**src/rtl/beat_sequencer.sv**
```systemverilog
// Machine-cycle beat generator (w1/w2/w3) for the hardwired controller, with
// start-key and interrupt synchronisers and a completed-cycle counter.
module beat_sequencer #(
    parameter int CNT_W = 16
) (
    input  logic             t3,
    input  logic             clr,
    input  logic             qd,
    input  logic             step_mode,
    input  logic             short,
    input  logic             long,
    input  logic             stop,
    input  logic             pulse,
    input  logic             int_ack,
    output logic             w1,
    output logic             w2,
    output logic             w3,
    output logic             running,
    output logic             int_req,
    output logic [CNT_W-1:0] cyc_cnt
);

    typedef enum logic [1:0] {IDLE = 2'd0, W1 = 2'd1, W2 = 2'd2, W3 = 2'd3} state_t;

    state_t state, state_nx;
    logic   qd_s1, qd_s2, qd_prev, qd_rise;
    logic   pl_s1, pl_s2, pl_prev, pl_rise;
    logic   stop_pend, cyc_end;
    logic   w1_nx, w2_nx, w3_nx, running_nx;

    // Two-flop synchronisers followed by an edge register for both async inputs.
    always_ff @(posedge t3) begin
        if (!clr) begin
            {qd_s1, qd_s2, qd_prev} <= 3'b000;
            {pl_s1, pl_s2, pl_prev} <= 3'b000;
        end else begin
            qd_s1   <= qd;
            qd_s2   <= qd_s1;
            qd_prev <= qd_s2;
            pl_s1   <= pulse;
            pl_s2   <= pl_s1;
            pl_prev <= pl_s2;
        end
    end

    assign qd_rise = qd_s2 & ~qd_prev;
    assign pl_rise = pl_s2 & ~pl_prev;

    // State register; beat outputs are registered alongside it.
    always_ff @(posedge t3) begin
        if (!clr) begin
            state   <= IDLE;
            w1      <= 1'b0;
            w2      <= 1'b0;
            w3      <= 1'b0;
            running <= 1'b0;
        end else begin
            state   <= state_nx;
            w1      <= w1_nx;
            w2      <= w2_nx;
            w3      <= w3_nx;
            running <= running_nx;
        end
    end

    always_comb begin
        state_nx = state;
        cyc_end  = 1'b0;
        case (state)
            IDLE: if (qd_rise) state_nx = W1;
            W1:   if (short) cyc_end = 1'b1; else state_nx = W2;
            W2:   if (long) state_nx = W3; else cyc_end = 1'b1;
            W3:   cyc_end = 1'b1;
            default: state_nx = IDLE;
        endcase
        if (cyc_end)
            state_nx = (stop || stop_pend || step_mode) ? IDLE : W1;
    end

    always_comb begin
        w1_nx      = (state_nx == W1);
        w2_nx      = (state_nx == W2);
        w3_nx      = (state_nx == W3);
        running_nx = (state_nx != IDLE);
    end

    // A stop raised mid-cycle is remembered so the halt lands on the cycle boundary.
    always_ff @(posedge t3) begin
        if (!clr) begin
            cyc_cnt   <= '0;
            stop_pend <= 1'b0;
        end else begin
            if (cyc_end)
                cyc_cnt <= cyc_cnt + CNT_W'(1);
            if (cyc_end)
                stop_pend <= 1'b0;
            else if (stop && state != IDLE)
                stop_pend <= 1'b1;
        end
    end

    // A new edge outranks a simultaneous acknowledge.
    always_ff @(posedge t3) begin
        if (!clr)
            int_req <= 1'b0;
        else if (pl_rise)
            int_req <= 1'b1;
        else if (int_ack)
            int_req <= 1'b0;
    end

endmodule

```
**config.mk**
```make
export PLATFORM = sky130hd
export DESIGN_NAME = beat_sequencer
export DESIGN_NICKNAME = d
export VERILOG_FILES = /design/src/rtl/beat_sequencer.sv
export SDC_FILE = /design/constraint.sdc
export NUM_CORES = 1
export LEC_CHECK = 0
export BUFFER_PORTS_ARGS = -buffer_cell sky130_fd_sc_hd__buf_2
export CORE_UTILIZATION = 50
export DETAILED_ROUTE_END_ITERATION = 10
export GPL_TIMING_DRIVEN = 1
export HOLD_SLACK_MARGIN = 0.1
export PLACE_DENSITY = 0.76
export SETUP_SLACK_MARGIN = 0.1
export SYNTH_ARGS = -nofsm -noshare
export SYNTH_HDL_FRONTEND = slang
export SYNTH_SLANG_ARGS = --single-unit
export TNS_END_PERCENT = 30
```
**constraint.sdc**
```tcl
create_clock -name t3 -period 3.4 [get_ports t3]
set_input_delay 0.68 -clock t3 [delete_from_list [all_inputs] [get_ports t3]]
set_output_delay 0.68 -clock t3 [all_outputs]
set_load 0.01 [all_outputs]
```
-- Yosys cells after proc, flatten, opt, wreduce, memory -nomap -nowiden
Cells that the tools add are included.
- equal/unequal tests: 6
- add/sub/neg operators: 1
- mux-type cells: 11
- bitwise logic cells: 5
- reduce and logical (&&, ||, !) cells: 8
- operators with widths (operator ; number):
    adder 16 x 1 -> 16 bit, second input constant ; 1
    == test 2 bit, second input constant ; 4
    2-to-1 mux 2 bit ; 4
    one-hot mux 2 bit (3 select lines) ; 1
    nonzero test 2 bit ; 3
    2-to-1 mux 1 bit ; 5
    == test 2 x 1 -> 1 bit, second input constant ; 2
    inverter 1 bit ; 3
    one-hot mux 1 bit (3 select lines) ; 1
    bitwise AND 1 bit ; 2
    logical NOT 2 bit ; 1
    logical OR 1 bit ; 2
    OR reduction 2 bit ; 1
    logical AND 1 bit ; 1
- input bits: 9
- register bits: 30
- logic and storage cells: 45

-- Depth between registers and ports, before layout
Gate-level depths: netlist (run 1).
- depth in word-level cells: 6
- mapped depth: 6
- gate-level depth less buffers: 5

-- Worst setup path before layout (run 1)
Ideal clock, no wire load.
- path kind: input-to-reg
- start point: in long
- end point: reg cyc_cnt[11]
- path buffers: 2
- data arrival time: 2.069 ns
- setup slack: 1.259 ns
- stages: 6
- required time: 3.328 ns
- cell sequence: nor2b_1 -> buf_2 -> or3_1 -> buf_2 -> or4_1 -> a21oi_1
- cells in the longest elaborated chain, start to end: 2
- ends and longest elaborated chain (what ; line ; source):
    start: declaration ; 11 ; input logic long,
    2-to-1 mux 1 bit ; 72 ; W2: if (long) state_nx = W3; else cyc_end = 1'b1;
    one-hot mux 1 bit (3 select lines) ; 69 ; case (state)
    end signal: assignment ; 94 ; cyc_cnt <= cyc_cnt + CNT_W'(1);
    end: declaration ; 20 ; output logic [CNT_W-1:0] cyc_cnt
No other way between the ends.
A chain may end at the register's enable or synchronous reset.

-- Worst setup path in the final report (run 1)
Ends and elaborated chain as after synthesis.

==> flow_summary.yaml, run 1 <==
clock_tree:
  hold_buffers: 0
  cts_sinks: 30
  cts_max_path_buffers: 2
  clk_latency_ns: 0.33
  cts-root-buf: "clkbuf_4"
  cts_tree: "yes"
  ctsResizeCount: 0
  post-cts-setup-buffer-count: 0
  numCtsBuffers: 5
  htree_num_levels: 2
  cts.reportedPaths.clkPinSlew_ns: 0.09
global_route:
  antenna_found_initial: 0
  grt_overflow: 0
  grt_pass1_vias: 932
  grt_use_total_pct: 22.07
  grt_pass1_wl_microns: 4029
  grt_max_degree: 20
sta:
  rsz0062_at_grt: "no"
  fin_skew_ns: 0.008620
  slew_headroom_pct: 57.33
  hold_violations: 0
  final.period_utilization_pct: 57.46
  fmax_mhz: 511.8
  drv_slew: 0
  finalSetupViolCount: 0
  finalCriticalPeriod_ns: 1.954
  setup_tns_ns: 0
  tightest_slew_ns: 0.6400
  setup_slack_ns: 1.446
layout:
  multi_input_area_sq_um: 551.8
  area_growth_pct: 16.35
  design_area_sq_um: 1389
  nFillCells: 204
  diodes: 0
  drive_gt1_share_pct: 21.25
  fin_nets: 170
  seqCellArea_sq_um: 600.6
yosys:
  syn_nets: 141
  yosys_warnings: 0
  syn_area_sq_um: 1194
  yosysTopAreaCell: "dfxtp_1"
  synth.top_cells.by_area: "dfxtp_1 50%, a21oi_1 4.6%, xnor2_1 4.4%"
  avgSynthCellArea_sq_um: 9.112
  syn-instance-count: 131
  yosys.area.top_type_share_pct: 50.31
  yosysSeqAreaShare_pct: 50.31
  ys_seq_elements: 30
  yosysUniqueCellTypes: 29
worst_setup_path:
  critPathArrivalTime_ns: 2.20
  crit_path_end_kind: "flip-flop"
  cp_max_fo: 11
  critPathRequiredTime_ns: 3.65
  reg2reg_to: "cyc_cnt[11]$_SDFFE_PN0N_"
  path_class: "in -> reg"
  r2r-start: "state[1]$_SDFF_PN0_"
  reg2reg_slack_ns: 1.49
  r2r_cells: 4
  critPathLaunchType: "primary input"
placed_design:
  place.gp.congestion: 0.7097
  pre_cts_ws_ns: 1.125
  dpl.hpwl_microns: 1677
  portBuffers: 29
  place_area_sq_um: 1344
routing:
  vias: 1051
  route.detailed.drc: 0
  top_layer_used: "met4"
  wl_met1_microns: 982
  wl_met2_microns: 1279
  drtPass1Iterations: 4
  viasPerCell: 5.590
  wl_met3_microns: 137
  wirelength_microns: 2426
  drt_iter0_drc: 11
  wl_per_cell_microns: 12.90
  final_antenna_net_count: 0
die:
  row_count: 17
  die_x_microns: 50.86
  fp.coreArea_sq_um: 2233
  die_area_sq_um: 2587
  num_io_pins: 30
  die_h_microns: 50.86
  start_util_pct: 53.45
power_and_ir_drop:
  ir_drop_mv: 0.2990
  p_leak_nw: 0.5524
  powerDensity_nw_per_um2: 415.8
  total_power_uw: 577.4
job:
  maxCapViolCount: 0
hold_path:
  min_to: "qd_s2$_SDFF_PN0_"
  holdPathStages: 1
  min_path_type: "reg -> reg"
  worstHoldStart: "qd_s1$_SDFF_PN0_"
status:
  status: "finished, final reports clean"
-- synthesized netlist by cell type, drive strengths merged --
master / number
nor4: 5
xnor2: 6
nand2: 9
o31ai: 4
nor3: 2
inv: 2
and4: 1
xor2: 1
a21oi: 11
o21a: 1
and2: 6
ha: 1
nor2: 12
mux2i: 3
nand2b: 6
or3: 3
and3: 1
a2bb2oi: 1
or4: 4
buf: 3
o21ai: 3
nand4: 1
clkinv: 1
nor4b: 2
nor3b: 3
dfxtp: 30
nand3: 4
clkbuf: 4
nor2b: 1
-- where the power goes --
| part | leakage [nW] | internal [mW] | switching (mW) | total, mW |
|---|---|---|---|---|
| combinational | 0.284 | 0.0105 | 0.0157 | 0.0262 |
| sequential | 0.243 | 0.357 | 0.00274 | 0.360 |
| clock | 0.0254 | 0.0778 | 0.114 | 0.192 |
-- worst max path at each step --
stage / start / slack (ns) / to / cells past startpoint
final: long / 1.45 / cyc_cnt[11]$_SDFFE_PN0N_ / 5
after global routing: long / 1.39 / cyc_cnt[11]$_SDFFE_PN0N_ / 5
after CTS: long / 1.47 / cyc_cnt[11]$_SDFFE_PN0N_ / 5
after detailed placement: long / 1.13 / cyc_cnt[11]$_SDFFE_PN0N_ / 5
after global placement: long / 1.18 / cyc_cnt[11]$_SDFFE_PN0N_ / 5
after floorplan: long / 1.26 / cyc_cnt[11]$_SDFFE_PN0N_ / 6
-- cells by family after synthesis --
family                     after synthesis  synth area share [%]
and+or+nand+nor                         60                 27.78
DFF                                     30                 50.31
AOI/OAI and AO/OA                       20                 9.748
buffers and inverters                   10                 3.458
xor gates and xnor gates                 7                 5.136
muxes                                    3                 2.516
adders and majority gates                1                 1.048
-- sequential cells by signal (all words and copies together) (netlist names) --
signal     count
running        1
stop_pend      1
w3             1
int_req        1
pl_s1          1
state          2
qd_s2          1
pl_s2          1
qd_prev        1
pl_prev        1
w1             1
cyc_cnt       16
w2             1
qd_s1          1
-- per-stage QoR --
stage / instances / util (%) / hold slack (ns)
2_1_floorplan: 131 / - / 0.4119
3_3_place_gp: 181 / 60.17 / 0.4144
3_5_place_dp: 181 / 60.17 / 0.4212
4_1_cts: 188 / 62.18 / 0.4491
5_1_grt: 188 / 62.18 / 0.4612
6_report: 188 / 62.18 / 0.4486
-- cells in the final DEF (no fill, tap or decap), drive strengths merged --
cell type,n
nand4,1
nor2b,1
nand2,9
nand2b,6
and4,1
nor4,5
xnor2,6
clkbuf,7
or4,4
a21oi,11
or3,3
dfxtp,30
and2,6
xor2,1
nor3,2
nor4b,2
mux2i,3
clkinv,1
buf,29
nor2,12
o21ai,3
nand3,4
o31ai,4
o21a,1
a2bb2oi,1
inv,2
ha,1
and3,1
nor3b,3
-- layer usage --
metal / track usage, % / up-vias
li1: - / 517
met1: 23.64 / 499
met2: 37.11 / 31
met3: 8.929 / 4
met4: 11.57 / 0
met5: 0 / -
-- critical path: stages --
cell     delay (ns)
buf_2          0.10
nor2b_1        0.23
or3_1          0.51
or4_1          0.53
a21oi_1        0.15
-- area by class of cell --
| cell class | count | share of cell area [%] |
|---|---|---|
| timing repair buffer | 29 | 10.45 |
| tap | 28 | 2.523 |
| inverter | 3 | 0.8108 |
| multi-input combinational | 91 | 39.73 |
| clock buffer | 7 | 3.243 |
| sequential | 30 | 43.24 |
Note: power is estimated with default switching activity, not from simulation.
==> run 2: changes to the inputs <==
--- a/config.mk
+++ b/config.mk
@@ -5,12 +5,13 @@
 export SDC_FILE = /design/constraint.sdc
 export NUM_CORES = 1
 export LEC_CHECK = 0
+export ABC_AREA = 1
 export BUFFER_PORTS_ARGS = -buffer_cell sky130_fd_sc_hd__buf_2
 export CORE_UTILIZATION = 50
 export DETAILED_ROUTE_END_ITERATION = 10
 export GPL_TIMING_DRIVEN = 1
 export HOLD_SLACK_MARGIN = 0.1
-export PLACE_DENSITY = 0.76
+export PLACE_DENSITY = 0.75
 export SETUP_SLACK_MARGIN = 0.1
 export SYNTH_ARGS = -nofsm -noshare
 export SYNTH_HDL_FRONTEND = slang
==> constraint.sdc (replaced) <==
create_clock -name t3 -period 2.03 [get_ports t3]
set_input_delay 0.406 -clock t3 [delete_from_list [all_inputs] [get_ports t3]]
set_output_delay 0.406 -clock t3 [all_outputs]
set_load 0.01 [all_outputs]
==> flow_summary.yaml, run 2 <==
yosys:
  syn_nets: 195
  synth.most_common_cell: "nand2_1"
  yosys.area.top_type_share_pct: 44.57
  avgSynthCellArea_sq_um: 7.284
  yosysTopAreaCell: "dfxtp_1"
  ys_seq_elements: 30
  synth_commonest_cells: "37 x nand2_1, 34 x inv_1, 30 x dfxtp_1, 23 x nor2_1, 10 x nor3_1"
  synth_edf_count: 0
  synth_ff_type: "dfxtp_1"
  synth.top_cells.by_area: "dfxtp_1 45%, nand2_1 10%, inv_1 9.5%"
  syn_area_sq_um: 1348
  yosysSeqAreaShare_pct: 44.57
  yosys_warnings: 0
  syn-instance-count: 185
  yosysUniqueCellTypes: 26
  synthArstFlopShare_pct: 0
routing:
  drt_iter0_drc: 21
  drtPass1Iterations: 4
  final_antenna_net_count: 0
  viasPerCell: 4.640
  route.detailed.drc: 0
  wirelength_microns: 2550
  wl_per_cell_microns: 10.20
  vias: 1160
sta:
  finalCriticalPeriod_ns: 1.418
  rsz0062_at_grt: "no"
  final.period_utilization_pct: 69.86
  setup_slack_ns: 0.6119
  drv_slew: 0
  slew_headroom_pct: 76.54
  setup_tns_ns: 0
  fmax_mhz: 705.2
  hold_violations: 0
  finalSetupViolCount: 0
  tightest_slew_ns: 0.3492
  fin_skew_ns: 0.008624
worst_setup_path:
  path_class: "reg -> reg"
  crit_slowest_cell: "dfxtp_1"
  critPathArrivalTime_ns: 1.64
  path_buf_inv: 1
  critPathRequiredTime_ns: 2.26
  critPathLaunchType: "flip-flop"
  critical_path_depth: 8
  r2r-start: "cyc_cnt[1]$_SDFFE_PN0N_"
  crit_path_end_kind: "flip-flop"
  r2r_cells: 8
  crit_chain: "ha_1 > inv_1 > nor2_1 > nand2_1 > nor2_4 > nand2_2 > o21ai_1 > nor2_1"
  slowest_delay_ns: 0.38
  crit_path_frequent_cell: "nor2_1"
  reg2reg_to: "cyc_cnt[10]$_SDFFE_PN0N_"
  critPathTopFamily: "simple AND/OR/NAND/NOR gates"
  cp_max_fo: 7
  reg2reg_slack_ns: 0.61
clock_tree:
  cts_sinks: 30
  cts_tree: "yes"
  cts.reportedPaths.clkPinSlew_ns: 0.10
  htree_num_levels: 2
  cts-root-buf: "clkbuf_4"
  ctsResizeCount: 0
  clk_latency_ns: 0.33
  cts_max_path_buffers: 2
  post-cts-setup-buffer-count: 0
  hold_buffers: 0
  numCtsBuffers: 5
layout:
  area_growth_pct: 20.89
  fin_nets: 229
  diodes: 0
  final_cell_mix: "37 x nand2_1, 34 x inv_1, 30 x dfxtp_1"
  top_regs: "cyc_cnt x16, state x2"
  fin_cells: 250
  design_area_sq_um: 1629
  largest_register_ffs: 16
  final_common_cell: "nand2_1"
  drive_gt1_share_pct: 25.00
  top_register: "cyc_cnt"
power_and_ir_drop:
  total_power_mw: 1.482
  ir_drop_mv: 0.7413
  p_leak_nw: 0.7807
  powerDensity_nw_per_um2: 909.6
global_route:
  grt_pass1_wl_microns: 4091
  grt_pass1_vias: 1006
  grt_use_total_pct: 20.11
  antenna_found_initial: 0
  grt_max_degree: 20
  grt_overflow: 0
hold_path:
  min_path_type: "in -> reg"
  holdPathStages: 3
  worstHoldStart: "pulse"
  min_to: "pl_s1$_SDFF_PN0_"
job:
  maxCapViolCount: 0
die:
  fp.coreArea_sq_um: 2522
  row_count: 18
  num_io_pins: 30
  start_util_pct: 53.42
  die_x_microns: 53.92
  die_h_microns: 53.92
  die_area_sq_um: 2907
placed_design:
  dpl.hpwl_microns: 1848
  place.gp.congestion: 0.7857
  place_area_sq_um: 1518
  place_inst: 242
  portBuffers: 29
  pre_cts_ws_ns: 0.5845
status:
  status: "finished, final reports clean"
[run 2: stage by stage]
step                hold WS (ns)  utilization [%]
floorplan                 0.3905                -
global placement          0.3929            60.17
detailed placement        0.4063            60.17
CTS                       0.2391            64.58
global route              0.2518            64.58
finish                    0.2601            64.58
[run 2: worst max-delay path by stage]
stage / from / endpoint
floorplan: cyc_cnt[1]$_SDFFE_PN0N_ / cyc_cnt[8]$_SDFFE_PN0N_
global placement: short / cyc_cnt[12]$_SDFFE_PN0N_
detailed placement: short / cyc_cnt[12]$_SDFFE_PN0N_
CTS: cyc_cnt[1]$_SDFFE_PN0N_ / cyc_cnt[12]$_SDFFE_PN0N_
global route: cyc_cnt[1]$_SDFFE_PN0N_ / cyc_cnt[12]$_SDFFE_PN0N_
finish: cyc_cnt[1]$_SDFFE_PN0N_ / cyc_cnt[10]$_SDFFE_PN0N_
[run 2: logic make-up after synthesis]
family	count (synthesis)	share of synthesized area [%]
buf+inv	41	12.07
simple gates	96	35.38
fa+ha+maj	1	0.9284
compound gates	16	6.407
flops	30	44.57
xor+xnor	1	0.6501
[run 2: power by group]
group          switching, mW  total, mW  internal [mW]  leakage (nW)
combinational          0.134      0.205         0.0705         0.478
clock                  0.213      0.631          0.417        0.0585
sequential            0.0174      0.646          0.629         0.244
[run 2: cell type report]
cell class,count,area (sq um)
Fill cell,224,893.4
Tap cell,30,37.54
Inverter,38,142.6
Clock buffer,6,51.30
Multi-Input combinational cell,114,584.3
Clock inverter,2,60.06
Timing Repair Buffer,30,152.6
Sequential cell,30,600.6
[run 2: routing by layer]
metal  up-vias  track usage, %  wire (microns)
li1        637               -               -
met3         4           7.627             117
met4         0           9.211              38
met2        28           31.69            1180
met1       491           23.97            1213
met5         -               0               0
[run 2: tightest hold or removal path: stages]
cell and delay [ns]:
buf_2 0.08, nand2_1 0.04, inv_1 0.04
